$ cat config.mk
export PLATFORM = sky130hd
export DESIGN_NAME = msrv32_lsu_ctrl
export DESIGN_NICKNAME = d
export VERILOG_FILES = /design/src/rtl/msrv32_lsu_ctrl_pkg.sv /design/src/rtl/msrv32_lsu_fmt.sv /design/src/rtl/msrv32_lsu_ctrl.sv
export SDC_FILE = /design/constraint.sdc
export NUM_CORES = 1
export LEC_CHECK = 0
export BUFFER_PORTS_ARGS = -buffer_cell sky130_fd_sc_hd__buf_2
export CAP_MARGIN = 30
export CORE_UTILIZATION = 35
export DETAILED_ROUTE_END_ITERATION = 8
export PLACE_DENSITY = 0.6
export SETUP_SLACK_MARGIN = 0.05
export SLEW_MARGIN = 20
export SYNTH_ARGS = -nofsm -noshare
export SYNTH_HDL_FRONTEND = slang
export SYNTH_SLANG_ARGS = --single-unit
$ cat constraint.sdc
create_clock -name clk_in -period 2.3 [get_ports clk_in]
set_input_delay 0.345 -clock clk_in [delete_from_list [all_inputs] [get_ports clk_in]]
set_output_delay 0.345 -clock clk_in [all_outputs]
set_load 0.05 [all_outputs]
$ cat src/rtl/msrv32_lsu_ctrl_pkg.sv
// Shared encodings for the load/store sequencer: FSM states, access size codes
// and the load-result extension helper.
package msrv32_lsu_ctrl_pkg;

  typedef enum logic [1:0] {
    IDLE    = 2'd0,
    REQ     = 2'd1,
    WAIT_RD = 2'd2,
    DONE    = 2'd3
  } lsu_state_e;

  localparam logic [1:0] SZ_B = 2'b00;
  localparam logic [1:0] SZ_H = 2'b01;
  localparam logic [1:0] SZ_W = 2'b10;

  // Size code 2'b11 falls through to the full word.
  function automatic logic [31:0] extend_f(input logic [31:0] v,
                                           input logic [1:0]  sz,
                                           input logic        uns);
    logic [31:0] r;
    case (sz)
      SZ_B:    r = uns ? {24'd0, v[7:0]}  : {{24{v[7]}}, v[7:0]};
      SZ_H:    r = uns ? {16'd0, v[15:0]} : {{16{v[15]}}, v[15:0]};
      default: r = v;
    endcase
    return r;
  endfunction

endpackage

$ cat src/rtl/msrv32_lsu_fmt.sv
// Combinational lane logic: store byte strobes / data replication and
// load lane selection with sign or zero extension.
module msrv32_lsu_fmt
  import msrv32_lsu_ctrl_pkg::*;
(
  input  logic [1:0]  st_addr_lo,
  input  logic [1:0]  st_size,
  input  logic [31:0] st_data,
  input  logic [1:0]  ld_addr_lo,
  input  logic [1:0]  ld_size,
  input  logic        ld_unsigned,
  input  logic [31:0] ld_word,
  output logic [3:0]  st_mask,
  output logic [31:0] st_wdata,
  output logic [31:0] ld_data
);

  logic [31:0] ld_shift_s;

  // Store strobes follow the low address bits; data is replicated on every lane.
  always_comb begin
    st_mask  = 4'b0000;
    st_wdata = 32'd0;
    case (st_size)
      SZ_B: begin
        st_mask  = 4'b0001 << st_addr_lo;
        st_wdata = {4{st_data[7:0]}};
      end
      SZ_H: begin
        st_mask  = 4'b0011 << {st_addr_lo[1], 1'b0};
        st_wdata = {2{st_data[15:0]}};
      end
      default: begin
        st_mask  = 4'b1111;
        st_wdata = st_data;
      end
    endcase
  end

  // Bring the addressed lane down to bit 0 before extension.
  always_comb begin
    ld_shift_s = ld_word >> {ld_addr_lo, 3'b000};
    ld_data    = extend_f(ld_shift_s, ld_size, ld_unsigned);
  end

endmodule

$ cat src/rtl/msrv32_lsu_ctrl.sv
// Load/store sequencer: launches one data-memory access at a time, stalls the
// core until it completes or times out, and formats the returned load data.
module msrv32_lsu_ctrl
  import msrv32_lsu_ctrl_pkg::*;
#(
  parameter int unsigned TIMEOUT_CYCLES = 255,
  parameter int          CNT_W          = 16
) (
  input  logic        clk_in,
  input  logic        rst_in,
  input  logic        is_load_in,
  input  logic        mem_wr_req_in,
  input  logic [1:0]  load_size_in,
  input  logic        load_unsigned_in,
  input  logic        misaligned_load_in,
  input  logic        trap_taken_in,
  input  logic [31:0] addr_in,
  input  logic [31:0] store_data_in,
  output logic        dmem_req_out,
  output logic        dmem_we_out,
  output logic [31:0] dmem_addr_out,
  output logic [31:0] dmem_wr_data_out,
  output logic [3:0]  dmem_wr_mask_out,
  input  logic        dmem_ready_in,
  input  logic        dmem_rvalid_in,
  input  logic [31:0] dmem_rd_data_in,
  output logic        stall_out,
  output logic [31:0] load_data_out,
  output logic        load_data_valid_out,
  output logic        access_fault_out
);

  localparam logic [CNT_W-1:0] CNT_LAST = CNT_W'(TIMEOUT_CYCLES - 1);

  lsu_state_e       state_r, next_s;
  logic [CNT_W-1:0] cnt_r;
  logic             launch_s, stall_s, timeout_s;
  logic             req_r, we_r, unsigned_r, valid_r, fault_r;
  logic [1:0]       size_r, addr_lo_r;
  logic [31:0]      addr_r, wdata_r, load_data_r;
  logic [3:0]       mask_r;
  logic [3:0]       st_mask_s;
  logic [31:0]      st_wdata_s, ld_data_s;

  // Gating with rst_in keeps stall low while reset is held, even with a launch pending.
  assign launch_s = rst_in & (mem_wr_req_in |
                              (is_load_in & ~misaligned_load_in & ~trap_taken_in));

  msrv32_lsu_fmt u_fmt (
    .st_addr_lo  (addr_in[1:0]),
    .st_size     (load_size_in),
    .st_data     (store_data_in),
    .ld_addr_lo  (addr_lo_r),
    .ld_size     (size_r),
    .ld_unsigned (unsigned_r),
    .ld_word     (dmem_rd_data_in),
    .st_mask     (st_mask_s),
    .st_wdata    (st_wdata_s),
    .ld_data     (ld_data_s)
  );

  // Next-state, stall and timeout decode; a handshake in the last allowed cycle beats the timeout.
  always_comb begin
    next_s    = state_r;
    stall_s   = 1'b0;
    timeout_s = 1'b0;
    case (state_r)
      IDLE: begin
        stall_s = launch_s;
        if (launch_s) next_s = REQ;
        else          next_s = IDLE;
      end
      REQ: begin
        stall_s = 1'b1;
        if (dmem_ready_in) begin
          if (we_r) next_s = DONE;
          else      next_s = WAIT_RD;
        end else if (cnt_r == CNT_LAST) begin
          next_s    = IDLE;
          timeout_s = 1'b1;
        end else begin
          next_s = REQ;
        end
      end
      WAIT_RD: begin
        stall_s = 1'b1;
        if (dmem_rvalid_in) begin
          next_s = DONE;
        end else if (cnt_r == CNT_LAST) begin
          next_s    = IDLE;
          timeout_s = 1'b1;
        end else begin
          next_s = WAIT_RD;
        end
      end
      DONE: begin
        next_s = IDLE;
      end
      default: begin
        next_s = IDLE;
      end
    endcase
  end

  // State register and dwell counter, cleared whenever the state changes.
  always_ff @(posedge clk_in or negedge rst_in) begin
    if (!rst_in) begin
      state_r <= IDLE;
      cnt_r   <= '0;
    end else begin
      state_r <= next_s;
      if (next_s != state_r)                      cnt_r <= '0;
      else if (state_r == REQ || state_r == WAIT_RD) cnt_r <= cnt_r + CNT_W'(1);
      else                                        cnt_r <= '0;
    end
  end

  // Access capture at launch, bus request flag, load result and status pulses.
  always_ff @(posedge clk_in or negedge rst_in) begin
    if (!rst_in) begin
      addr_r      <= 32'd0;
      addr_lo_r   <= 2'b00;
      size_r      <= 2'b00;
      unsigned_r  <= 1'b0;
      we_r        <= 1'b0;
      mask_r      <= 4'b0000;
      wdata_r     <= 32'd0;
      req_r       <= 1'b0;
      valid_r     <= 1'b0;
      fault_r     <= 1'b0;
      load_data_r <= 32'd0;
    end else begin
      if (state_r == IDLE && launch_s) begin
        addr_r     <= {addr_in[31:2], 2'b00};
        addr_lo_r  <= addr_in[1:0];
        size_r     <= load_size_in;
        unsigned_r <= load_unsigned_in;
        we_r       <= mem_wr_req_in;
        mask_r     <= mem_wr_req_in ? st_mask_s  : 4'b0000;
        wdata_r    <= mem_wr_req_in ? st_wdata_s : 32'd0;
      end
      req_r   <= (next_s == REQ);
      valid_r <= (state_r == WAIT_RD) && dmem_rvalid_in;
      fault_r <= timeout_s;
      if (state_r == WAIT_RD && dmem_rvalid_in) load_data_r <= ld_data_s;
    end
  end

  assign dmem_req_out        = req_r;
  assign dmem_we_out         = we_r;
  assign dmem_addr_out       = addr_r;
  assign dmem_wr_data_out    = wdata_r;
  assign dmem_wr_mask_out    = mask_r;
  assign stall_out           = stall_s;
  assign load_data_out       = load_data_r;
  assign load_data_valid_out = valid_r;
  assign access_fault_out    = fault_r;

endmodule
* Word-level counts from Yosys, hierarchy flattened
Index checks and enable logic that the tools add are counted.
** Word-level totals
- Output and inout bits :: 105
- Logic and storage cells :: 59
- Register bits after elaboration :: 125
- Input bits :: 107
** Operators by class
- Equal/unequal tests :: 8
- Shifts and indexed selects :: 3
- Mux-type cells :: 21
- Bitwise operators :: 6
- $add $sub $neg :: 1
- Reduce and logical (&&, ||, !) cells :: 7
** Operators by type and width (number)
- $pmux 32 s2 :: 2
- $mux 32 :: 3
- $mux 16 :: 2
- $shr 32x5->32 :: 1
- $add 16x1->16 const B :: 1
- $eq 16x8->1 const B :: 1
- $eq 2x1->1 const B :: 4
- $pmux 2 s4 :: 1
- $pmux 4 s2 :: 1
- $logic_not 2->1 :: 3
- $mux 1 :: 6
- $mux 2 :: 3
- $eq 2x2->1 const B :: 2
- $mux 4 :: 1
- $pmux 1 s2 :: 2
- $shl 1x2->4 const A :: 1
- $shl 2x2->4 const A :: 1
- $and 1x1->1 :: 3
- $logic_and 1x1->1 :: 2
- $ne 2x2->1 :: 1
- $not 1->1 :: 2
- $reduce_or 2->1 :: 1
- $logic_or 1x1->1 :: 1
- $or 1x1->1 :: 1

* Longest topological paths before layout
Gate-level depths: netlist of the first run.
- Word-level depth :: 9
- Gate-level depth with buffers :: 9
- Gate-level depth less buffers :: 8

* By module
From an unflattened synthesis of the first run, not the netlist that was laid out.
** Unflattened totals
- Cell total of the unflattened synthesis :: 599
- Area total of the unflattened synthesis :: 6382.4 µm²
** By module, submodules not included
- msrv32_lsu_ctrl :: cells an instance 432, instances 1, area each 5233.8 µm²
- msrv32_lsu_fmt :: cells an instance 167, instances 1, area each 1148.6 µm²

* Worst setup path before layout of the first run
OpenSTA, ideal clock, no wires.
- Path kind :: register to output
- Start point :: register state_r[0]
- End point :: output port stall_out
- Path buffers :: 2
- Cell stages (with the launch flop) :: 7
- Data arrival time :: 1.998 ns
- Data required time :: 1.955 ns
- Setup slack :: -0.043 ns
- Cells stage by stage :: dfrtp_1 > inv_1 > ha_1 > o211ai_1 > clkbuf_1 > clkbuf_1 > a21oi_1
** On the way
- Word-level cells in the longest chain between the ends :: 3
- Elaborated cells between the ends (all ways) :: 5
- Classes of those cells :: eq/ne (2); mux (1); reduce/logical (2)
** RTL lines
- start: declaration :: RTL line msrv32_lsu_ctrl.sv:35 : lsu_state_e state_r, next_s;
- start signal: assignment :: RTL line msrv32_lsu_ctrl.sv:111 : state_r <= next_s;
- $eq 2x1->1 / $eq 2x2->1 (equally long branches) :: RTL line msrv32_lsu_ctrl.sv:67 : case (state_r)
- $reduce_or 2->1 (no line)
- $pmux 1 s2 (*) :: RTL line msrv32_lsu_ctrl.sv:67
- end: declaration :: RTL line msrv32_lsu_ctrl.sv:27 : output logic stall_out,
Every way passes the cells marked *; elsewhere a longest branch is shown, timed or not.

* Worst setup path after layout of the first run
- Start point :: register state_r[1]
- End point :: output port stall_out
The elaborated chain is that of the path after synthesis.

==> metrics, run 1 <==
status finished, final reports clean; Mean Syn Cell Area 10.15 um^2; Pre-antenna DRT Iters 4; most common cell in the netlist dfrtp_1; H-tree level count 4; Row Count 47; CP bufs+invs 2; CP Data Required Time 1.96 ns; core area 16820 um^2; async set-reset flop share out of synthesis 100.0%; Peak Freq 0.4740 GHz; via count 5083; Initial Util 36.41%; Final Setup Violations 0; Longest Clk Path Bufs 2; # Post-CTS Setup Buffers 0; leakage power 3.919 nW; Critical Path End stall_out; Internal Dissipation 6.663 mW; vias per inst 4.855; final hold viol count 0; share of layout cells above drive strength 1 41.11%; delay-heaviest family, CP buffers and inverters; worst reg2reg path depth 9; Reg2Reg Launch Point state_r[0]$_DFF_PN0_; Cell Chain, Critical Path inv_1 -> ha_1 -> o211ai_1 -> a21oi_2 -> buf_2; slowest CP cell dfrtp_1; setup_tns 0 ns; cell count along the critical path 5; post-synth top area share 51.08%; clock root buffer clkbuf_16; Power Total 13.33 mW; Post-synth top cells 125 x dfrtp_1, 124 x nand2_1, 59 x mux2_2, 59 x o21ai_0, 40 x nor2_1; crit path from state_r[1]$_DFF_PN0_; synthesized flop and latch total 125; Syn. warnings 0; minimum clock period 2.110 ns; Max-slew headroom 51.81%; Iter 0 DRT Violations 236; max incr delay on CP 0.42 ns; n_diodes 0; total routed wirelength 16.55 mm; chip height 134.3 um; Main synth FF type dfrtp_1; CTS tree yes; area grow syn2layout 31.69%; CTS Buf Count 17; CP arrival 1.76 ns; Nets 929; kind of critical path reg2out; Max Clock Skew 0.006390 ns; Worst-path clk slew 0.06 ns; worst vdd ir 0.0009688 V; initial antenna violation count 0; switch share 50.00%; final worst-path cycle share 91.72%; remaining global-route overflow 0; total die area 18030 um^2; vias in the first global route 5171; Final ANT Viol Nets 0; Critical Path Fanout Max 4; reg-to-reg setup timing slack 0.19 ns; # DRC 0; number of enable flip-flop cells after synthesis 0; clock power share 19.2%; Post-Syn Area 6123 um^2; routability congestion estimate 0.8111; largest net degree at the start of global routing 110; Power Density 1653 nW/um^2; Port-buffer cells 209; switching power 6.664 mW; clk_lat worst skew 0.41 ns; setup slack after layout 0.1904 ns; CP Launch Type flip-flop; max-cap viol count 0; Setup Slack @ Placement 0.06522 ns; first-pass GRT wire length 27.00 mm; Hold WC Path Type in2async; area leader, netlist dfrtp_1; WL/cell 15.81 um; die width 134.3 um; final max-slew violation count 0; RSZ-0062 raised after global routing no; combinational group share of total power 53.1%; top cells by area in the synthesized netlist dfrtp_1 51%, mux2_2 11%, nand2_1 7.6%; CP Capture Type output pin; I/O Pins 212; Seq pwr share 27.7%; post-DP HPWL 11.85 mm; CTS Sinks 125; Mapped Cells 603; Critical R2R Capture cnt_r[4]$_DFF_PN0_; sequential element share of the synthesized area 51.08%; worst-margin pin slew 0.7228 ns; post-synthesis cell type count 47; global-route usage over all layers 19.30%
## worst min-delay path by stage
| stage | from | endpoint | cells after the start |
|---|---|---|---|
| 6_report | rst_in | dmem_addr_out[27]$_DFFE_PN0P_ | 2 |
| 3_3_place_gp | dmem_wr_data_out[31]$_DFFE_PN0P_ | dmem_wr_data_out[31]$_DFFE_PN0P_ | 2 |
| 3_5_place_dp | load_data_out[6]$_DFFE_PN0P_ | load_data_out[6]$_DFFE_PN0P_ | 2 |
| 5_1_grt | addr_in[24] | dmem_addr_out[24]$_DFFE_PN0P_ | 2 |
| 4_1_cts | rst_in | dmem_wr_data_out[8]$_DFFE_PN0P_ | 2 |
| 2_1_floorplan | rst_in | access_fault_out$_DFF_PN0_ | 0 |
## worst reg2reg max path, stage by stage, from the launching register on
cell and delay, ns:
dfrtp_1 0.40, inv_2 0.11, ha_1 0.19, nand2_1 0.11, inv_2 0.07, a2111oi_0 0.05
or4b_1 0.57, a211oi_4 0.22, buf_12 0.19, nor3_1 0.07
## power by group through the flow
stage,Combinational [mW],Clock (mW),Sequential (mW)
after floorplan,2.29,0,6.76
after global placement,7.09,0,3.69
after detailed placement,7.14,0,3.70
after CTS,7.13,2.61,3.69
after global routing,7.54,2.73,3.82
final,7.08,2.55,3.70
## sequential cells by signal, indices dropped and copies added, names as in the netlist, 2 cells and up
signal and count:
dmem_wr_mask_out 4, size_r 2, cnt_r 16, state_r 2, load_data_out 32, dmem_wr_data_out 32
addr_lo_r 2, dmem_addr_out 30
## area by class of cell
| type | instances | area [um^2] |
|---|---|---|
| repair buffers | 231 | 1262 |
| clock buffers | 23 | 457.9 |
| flip-flops and latches | 125 | 3128 |
| clock inverters | 8 | 92.59 |
| multi-input cells | 430 | 2810 |
| well taps | 220 | 275.3 |
| fillers | 1642 | 8755 |
| inverters | 10 | 37.54 |
## per-layer routing
metal	vias up	global-route usage (%)	wire, um
li1	2485	-	-
met1	2416	23.95	7148
met2	164	30.94	7828
met3	18	6.916	1330
met4	0	6.804	247
met5	-	0	0
## placed cells by master, fill, tap and decap left out, types with 10 or more instances in the layout
cell type	count
nor3_1	12
clkbuf_16	17
dfrtp_1	125
buf_2	208
nor3_2	10
buf_4	19
mux2i_1	25
nand2_1	124
mux2_2	59
o21ai_0	59
a21oi_1	21
nor2_1	40
## cell families after synthesis
logic type | synth area share [%]
flip-flops | 51.08
multiplexers | 15.55
other | 0.06124
AO/OA/AOI/OAI | 10.44
buffers and inverters | 3.412
adder cells (fa/ha/maj) | 1.430
AND/OR/NAND/NOR | 16.02
XOR/XNOR | 2.002
## through the flow
step | hold slack, ns | instance area [um^2] | utilization, % | std cells
CTS | 0.1370 | 8028 | 47.73 | 1046
global route | 0.1365 | 8064 | 47.95 | 1047
detailed placement | 0.4599 | 7477 | 44.46 | 1015
global placement | 0.4563 | 7477 | 44.46 | 1015
floorplan | 0.04941 | 6140 | - | 604
finish | 0.1088 | 8064 | 47.95 | 1047
## what timing repair did
action,in CTS,in global routing
setup endpoints to repair,0,16
hold buffers,0,0
gates resized for setup,0,3
Power figures use the tool's default switching activity.
==> run 2: changes to the inputs <==
--- a/config.mk
+++ b/config.mk
@@ -7,11 +7,12 @@
 export LEC_CHECK = 0
 export BUFFER_PORTS_ARGS = -buffer_cell sky130_fd_sc_hd__buf_2
 export CAP_MARGIN = 30
+export CORE_ASPECT_RATIO = 1.5
 export CORE_UTILIZATION = 35
 export DETAILED_ROUTE_END_ITERATION = 8
 export PLACE_DENSITY = 0.6
 export SETUP_SLACK_MARGIN = 0.05
-export SLEW_MARGIN = 20
+export SLEW_MARGIN = 5
 export SYNTH_ARGS = -nofsm -noshare
 export SYNTH_HDL_FRONTEND = slang
 export SYNTH_SLANG_ARGS = --single-unit
==> metrics, run 2 (synthesized netlist as in run 1, its figures left out) <==
status finished, final reports clean; final hold viol count 0 (unchanged); most common cell after layout, fill and taps aside buf_2; initial antenna violation count 0 (unchanged); RSZ-0062 raised after global routing no; grt met2 use 34.15% (+3.2 points); Longest Clk Path Bufs 2 (unchanged); Nets 935 (+0.65%); Final Non-Filler Cells 1044 (-0.29%); Seq pwr share 27.4% (-0.3 points); remaining global-route overflow 0 (unchanged); kind of critical path in2out; WL/cell 15.86 um (+0.29%); total routed wirelength 16.55 mm (unchanged); Final ANT Viol Nets 0 (unchanged); CP bufs+invs 4 (+2); vias in the first global route 5256 (+1.6%); Final Setup Violations 0 (unchanged); via count 5118 (+0.69%); worst-margin pin slew 0.7958 ns (+0.07303 ns); M3 GR Usage 6.190% (-0.73 points); switch share 50.42% (+0.42 points); Worst-path clk slew 0.06 ns (about the same); CP Capture Type output pin; first-pass GRT wire length 26.45 mm (-2.0%); most frequent cells in the layout 208 x buf_2, 124 x nand2_1, 124 x dfrtp_1, 60 x mux2_2, 59 x o21ai_0; clock root buffer clkbuf_16; combinational group share of total power 53.0% (about the same); Initial Util 36.21% (-0.19 points); routing usage on met1 21.91% (-2.0 points); Pre-antenna DRT Iters 4 (unchanged); CTS Sinks 125 (unchanged); CTS tree yes; # DRC 0 (unchanged); Max Clock Skew 0.01045 ns (+0.004062 ns); n_diodes 0 (unchanged); max incr delay on CP 0.57 ns (+0.15 ns); CP Data Required Time 1.96 ns (about the same); I/O Pins 212 (unchanged); share of layout cells above drive strength 1 42.09% (+0.97 points); Max-slew headroom 46.95% (-4.9 points); routability congestion estimate 0.8155 (+0.54%); Most Crowded Layer GR met2; CP Launch Type input pin; vias per inst 4.902 (+0.98%); global-route usage over all layers 19.43% (+0.13 points); final worst-path cycle share 94.80% (+3.1 points); Hold WC Path Type in2async; clk_lat worst skew 0.41 ns (about the same); total die area 18040 um^2 (about the same); die width 110.0 um (-18%); Port-buffer cells 209 (unchanged); Power Density 1661 nW/um^2 (+0.49%); largest net degree at the start of global routing 61 (-45%); final max-slew violation count 0 (unchanged); Critical Path Fanout Max 8 (+4); chip height 164.0 um (+22%); Cell Chain, Critical Path buf_6 -> dlygate4sd3_1 -> buf_4 -> o211ai_1 -> a21oi_2 -> buf_2; leakage power 3.953 nW (+0.85%); Min Hold Slack 0.02792 ns (-0.08084 ns); max-cap viol count 0 (unchanged); Peak Freq 0.4586 GHz (-3.3%); delay-heaviest family, CP buffers and inverters; CP arrival 1.84 ns (+0.08 ns); switching power 6.828 mW (+2.5%); Internal Dissipation 6.713 mW (+0.76%); CTS Buf Count 17 (unchanged); clock power share 19.7% (+0.5 points); post-DP HPWL 12.23 mm (+3.3%); slowest CP cell dlygate4sd3_1; Placed Cells incl. Taps 1008 (-0.69%); area grow syn2layout 33.16%; setup_tns 0 ns (unchanged); Iter 0 DRT Violations 191 (-19%); H-tree level count 4 (unchanged); Row Count 58 (+23%); core area 16910 um^2 (+0.54%); minimum clock period 2.181 ns (+0.07093 ns); worst vdd ir 0.0008747 V (-9.7%)
[run 2: cell type report]
| class | instances | area, um^2 |
|---|---|---|
| multi-input cells | 431 | 2836 |
| well taps | 210 | 262.8 |
| clock inverters | 14 | 157.7 |
| clock buffers | 18 | 429.2 |
| flip-flops and latches | 125 | 3129 |
| inverters | 10 | 37.54 |
| repair buffers | 236 | 1301 |
| fillers | 1644 | 8755 |
[run 2: worst register-to-register path, stage by stage (launching register included)]
cell       delay [ns]
dfrtp_1          0.42
inv_1            0.14
ha_1             0.27
a2111oi_0        0.13
or4b_1           0.58
a211oi_4         0.23
buf_12           0.20
nor3_1           0.08
[run 2: final timing paths]
check	endpoint	slack (ns)	from	cells after the start
worst min register to register	load_data_out[0]$_DFFE_PN0P_	0.47	load_data_out[0]$_DFFE_PN0P_	2
worst max-delay path	stall_out	0.12	rst_in	6
worst min-delay path	state_r[0]$_DFF_PN0_	0.03	rst_in	2
min in group clk_in	dmem_addr_out[12]$_DFFE_PN0P_	0.16	addr_in[12]	2
worst max register to register	cnt_r[2]$_DFF_PN0_	0.15	state_r[1]$_DFF_PN0_	7
max in group asynchronous	cnt_r[14]$_DFF_PN0_	0.52	rst_in	5
[run 2: per-layer routing]
metal / wire length [um] / vias up
met4: 230 / 0
met5: 0 / -
met3: 1148 / 15
met1: 6501 / 2415
li1: - / 2520
met2: 8673 / 168
[run 2: what timing repair did]
action                                 4_1_cts  5_1_grt
hold buffers                                 2        0
gates cloned                                 0        1
endpoints found under the hold margin       23        0
setup buffers                                0        0
pin swaps                                    0        1
gates resized for setup                      1        5
setup endpoints to repair                    1       16
[run 2: power groups by stage]
stage                     Clock (mW)  Sequential [mW]  Combinational, mW
after floorplan                    0             6.76               2.29
after CTS                       2.73             3.72               7.15
after global placement             0             3.72               7.09
final                           2.66             3.71               7.17
after global routing            2.84             3.84               7.62
after detailed placement           0             3.73               7.14
[run 2: through the flow]
stage	setup slack (ns)	power, mW	cell area [um^2]	utilization (%)
2_1_floorplan	0.07428	9.045	6140	-
3_5_place_dp	-0.06536	10.87	7500	44.35
5_1_grt	0.05250	14.30	8154	48.22
6_report	0.1195	13.54	8154	48.22
4_1_cts	0.07488	13.59	8112	47.97
3_3_place_gp	-0.05426	10.81	7500	44.35
==> run 3: changes to the inputs <==
==> constraint.sdc (replaced) <==
create_clock -name clk_in -period 1.8 [get_ports clk_in]
set_input_delay 0.27 -clock clk_in [delete_from_list [all_inputs] [get_ports clk_in]]
set_output_delay 0.27 -clock clk_in [all_outputs]
set_load 0.05 [all_outputs]
==> metrics, run 3 (synthesized netlist as in run 1, its figures left out) <==
status finished, violations left; violated checks setup timing; vias in the first global route 5663 (+7.7%); setup slack after layout -0.2623 ns (-0.3817 ns); post-DP HPWL 12.68 mm (+3.7%); Final Setup Violations 94 (+94); routability congestion estimate 0.8026 (-1.6%); n_diodes 0 (unchanged); remaining global-route overflow 0 (unchanged); Final Non-Filler Cells 1114 (+6.7%); worst vdd ir 0.001566 V (+79%); chip height 164.0 um (unchanged); H-tree level count 4 (unchanged); via count 5585 (+9.1%); clk_lat worst skew 0.42 ns (about the same); total die area 18040 um^2 (unchanged); Critical Path Fanout Max 8 (unchanged); I/O Pins 212 (unchanged); clock root buffer clkbuf_16; Iter 0 DRT Violations 196 (+2.6%); area grow syn2layout 52.98%; share of layout cells above drive strength 1 51.33% (+9.2 points); CP Capture Type flip-flop; final hold viol count 0 (unchanged); Hold WC Path Type in2async; routing usage on met1 23.73% (+1.8 points); max-cap viol count 0 (unchanged); CP Launch Type flip-flop; total routed wirelength 18.83 mm (+14%); cell area after layout 9368 um^2 (+15%); kind of critical path reg2reg; Max Clock Skew 0.008547 ns (-0.001905 ns); most frequent cells in the layout 207 x buf_2, 124 x dfrtp_1, 112 x nand2_1, 61 x buf_4, 39 x nor2_1; grt met2 use 38.27% (+4.1 points); RSZ-0062 raised after global routing yes; Cell Chain, Critical Path inv_2 -> ha_4 -> nand2_4 -> inv_2 -> a2111oi_0 -> or4b_4 -> a211oi_4 -> buf_6 -> buf_12 -> nor3_1; max incr delay on CP 0.54 ns (-0.03 ns); most common cell after layout, fill and taps aside buf_2; CTS Buf Count 17 (unchanged); worst-margin pin slew 0.8502 ns (+0.05439 ns); # DRC 0 (unchanged); Most common cell on crit path inv_2; global-route usage over all layers 21.55% (+2.1 points); share of the core filled with cells 55.40% (+7.2 points); Pre-antenna DRT Iters 4 (unchanged); final worst-path cycle share 114.6%; vias per inst 5.013 (+2.3%); setup_tns -13.56 ns (-13.56 ns); Worst-path clk slew 0.06 ns (about the same); Port-buffer cells 209 (unchanged); Power Density 2068 nW/um^2 (+25%); largest net degree at the start of global routing 65 (+6.6%); slowest CP cell or4b_4; hold_buf cts 0 (-2); minimum clock period 2.062 ns; CP arrival 2.35 ns (+0.51 ns); Max-slew headroom 43.32% (-3.6 points); first-pass GRT wire length 29.21 mm (+10%); CTS tree yes; Longest Clk Path Bufs 2 (unchanged); initial antenna violation count 0 (unchanged); Nets 1005 (+7.5%); core area 16910 um^2 (unchanged); final max-slew violation count 0 (unchanged); Most Crowded Layer GR met2; Placed Cells incl. Taps 1047 (+3.9%); Final ANT Viol Nets 0 (unchanged); WL/cell 16.90 um (+6.6%); CTS Sinks 125 (unchanged); dpl cell area 7815 um^2 (+4.2%); Initial Util 36.21% (unchanged); Row Count 58 (unchanged); die width 110.0 um (unchanged); Min Hold Slack 0.01924 ns (-0.008684 ns); Peak Freq 0.4849 GHz; CP Data Required Time 2.09 ns (+0.13 ns); M3 GR Usage 5.913% (-0.28 points); leakage power 4.655 nW (+18%)
run 3: cell types whose count changed in the layout (fill, tap and decap cells not counted), sizes merged:
cell,before,now
buf,234,305
inv,16,11
clkinv,3,6
dlygate4sd3,2,0
bufbuf,0,1
clkbuf,18,19
clkinvlp,3,4
run 3: through the flow:
stage                     power, mW  setup slack, ns
after floorplan               11.68          -0.3682
after global placement        14.14          -0.3113
after detailed placement      14.24          -0.3443
after CTS                     19.22          -0.2585
after global routing          20.31          -0.3507
final                         19.37          -0.2623
run 3: critical path, delay by kind of cell, from the launching register on:
kind	cells	cell delay (ns)
AOI/OAI and AO/OA	2	0.27
buffers and inverters	4	0.45
DFF	1	0.40
adders and majority gates	1	0.16
and+or+nand+nor	3	0.65
run 3: timing repair:
item                                    4_1_cts  5_1_grt
gates cloned                                 14        1
endpoints found under the setup margin      109      121
gates resized for setup                     148       27
pin swaps                                    42       12
buffers inserted                             14        9
run 3: worst paths after layout:
path                                            endpoint                         start  depth (start not counted)  slack [ns]
max in group asynchronous  load_data_out[20]$_DFFE_PN0P_                        rst_in                          4        0.59
hold / removal             dmem_addr_out[29]$_DFFE_PN0P_                        rst_in                          3        0.02
hold reg to reg             load_data_out[6]$_DFFE_PN0P_  load_data_out[6]$_DFFE_PN0P_                          2        0.46
setup / recovery                      cnt_r[2]$_DFF_PN0_          state_r[0]$_DFF_PN0_                         10       -0.26
min in group clk_in        dmem_addr_out[25]$_DFFE_PN0P_                   addr_in[25]                          2        0.08
setup reg to reg                      cnt_r[2]$_DFF_PN0_          state_r[0]$_DFF_PN0_                         10       -0.26
run 3: power breakdown:
part | switching [mW] | total [mW] | leakage, nW | internal [mW]
combinational | 7.40 | 11.2 | 2.82 | 3.85
sequential | 0.735 | 4.77 | 1.57 | 4.03
clock | 1.31 | 3.36 | 0.270 | 2.04
total | 9.44 | 19.4 | 4.65 | 9.93
run 3: layout make-up:
type	count	area (um^2)
fillers	1489	7541
repair buffers	306	2178
clock buffers	19	432.9
flip-flops and latches	125	3129
well taps	210	262.8
multi-input cells	431	3183
inverters	10	37.54
clock inverters	13	143.9
run 3: per-layer routing:
| layer | routed length, um | vias to the layer above |
|---|---|---|
| met3 | 1202 | 37 |
| met5 | 0 | - |
| met2 | 9878 | 190 |
| li1 | - | 2658 |
| met4 | 555 | 0 |
| met1 | 7191 | 2700 |
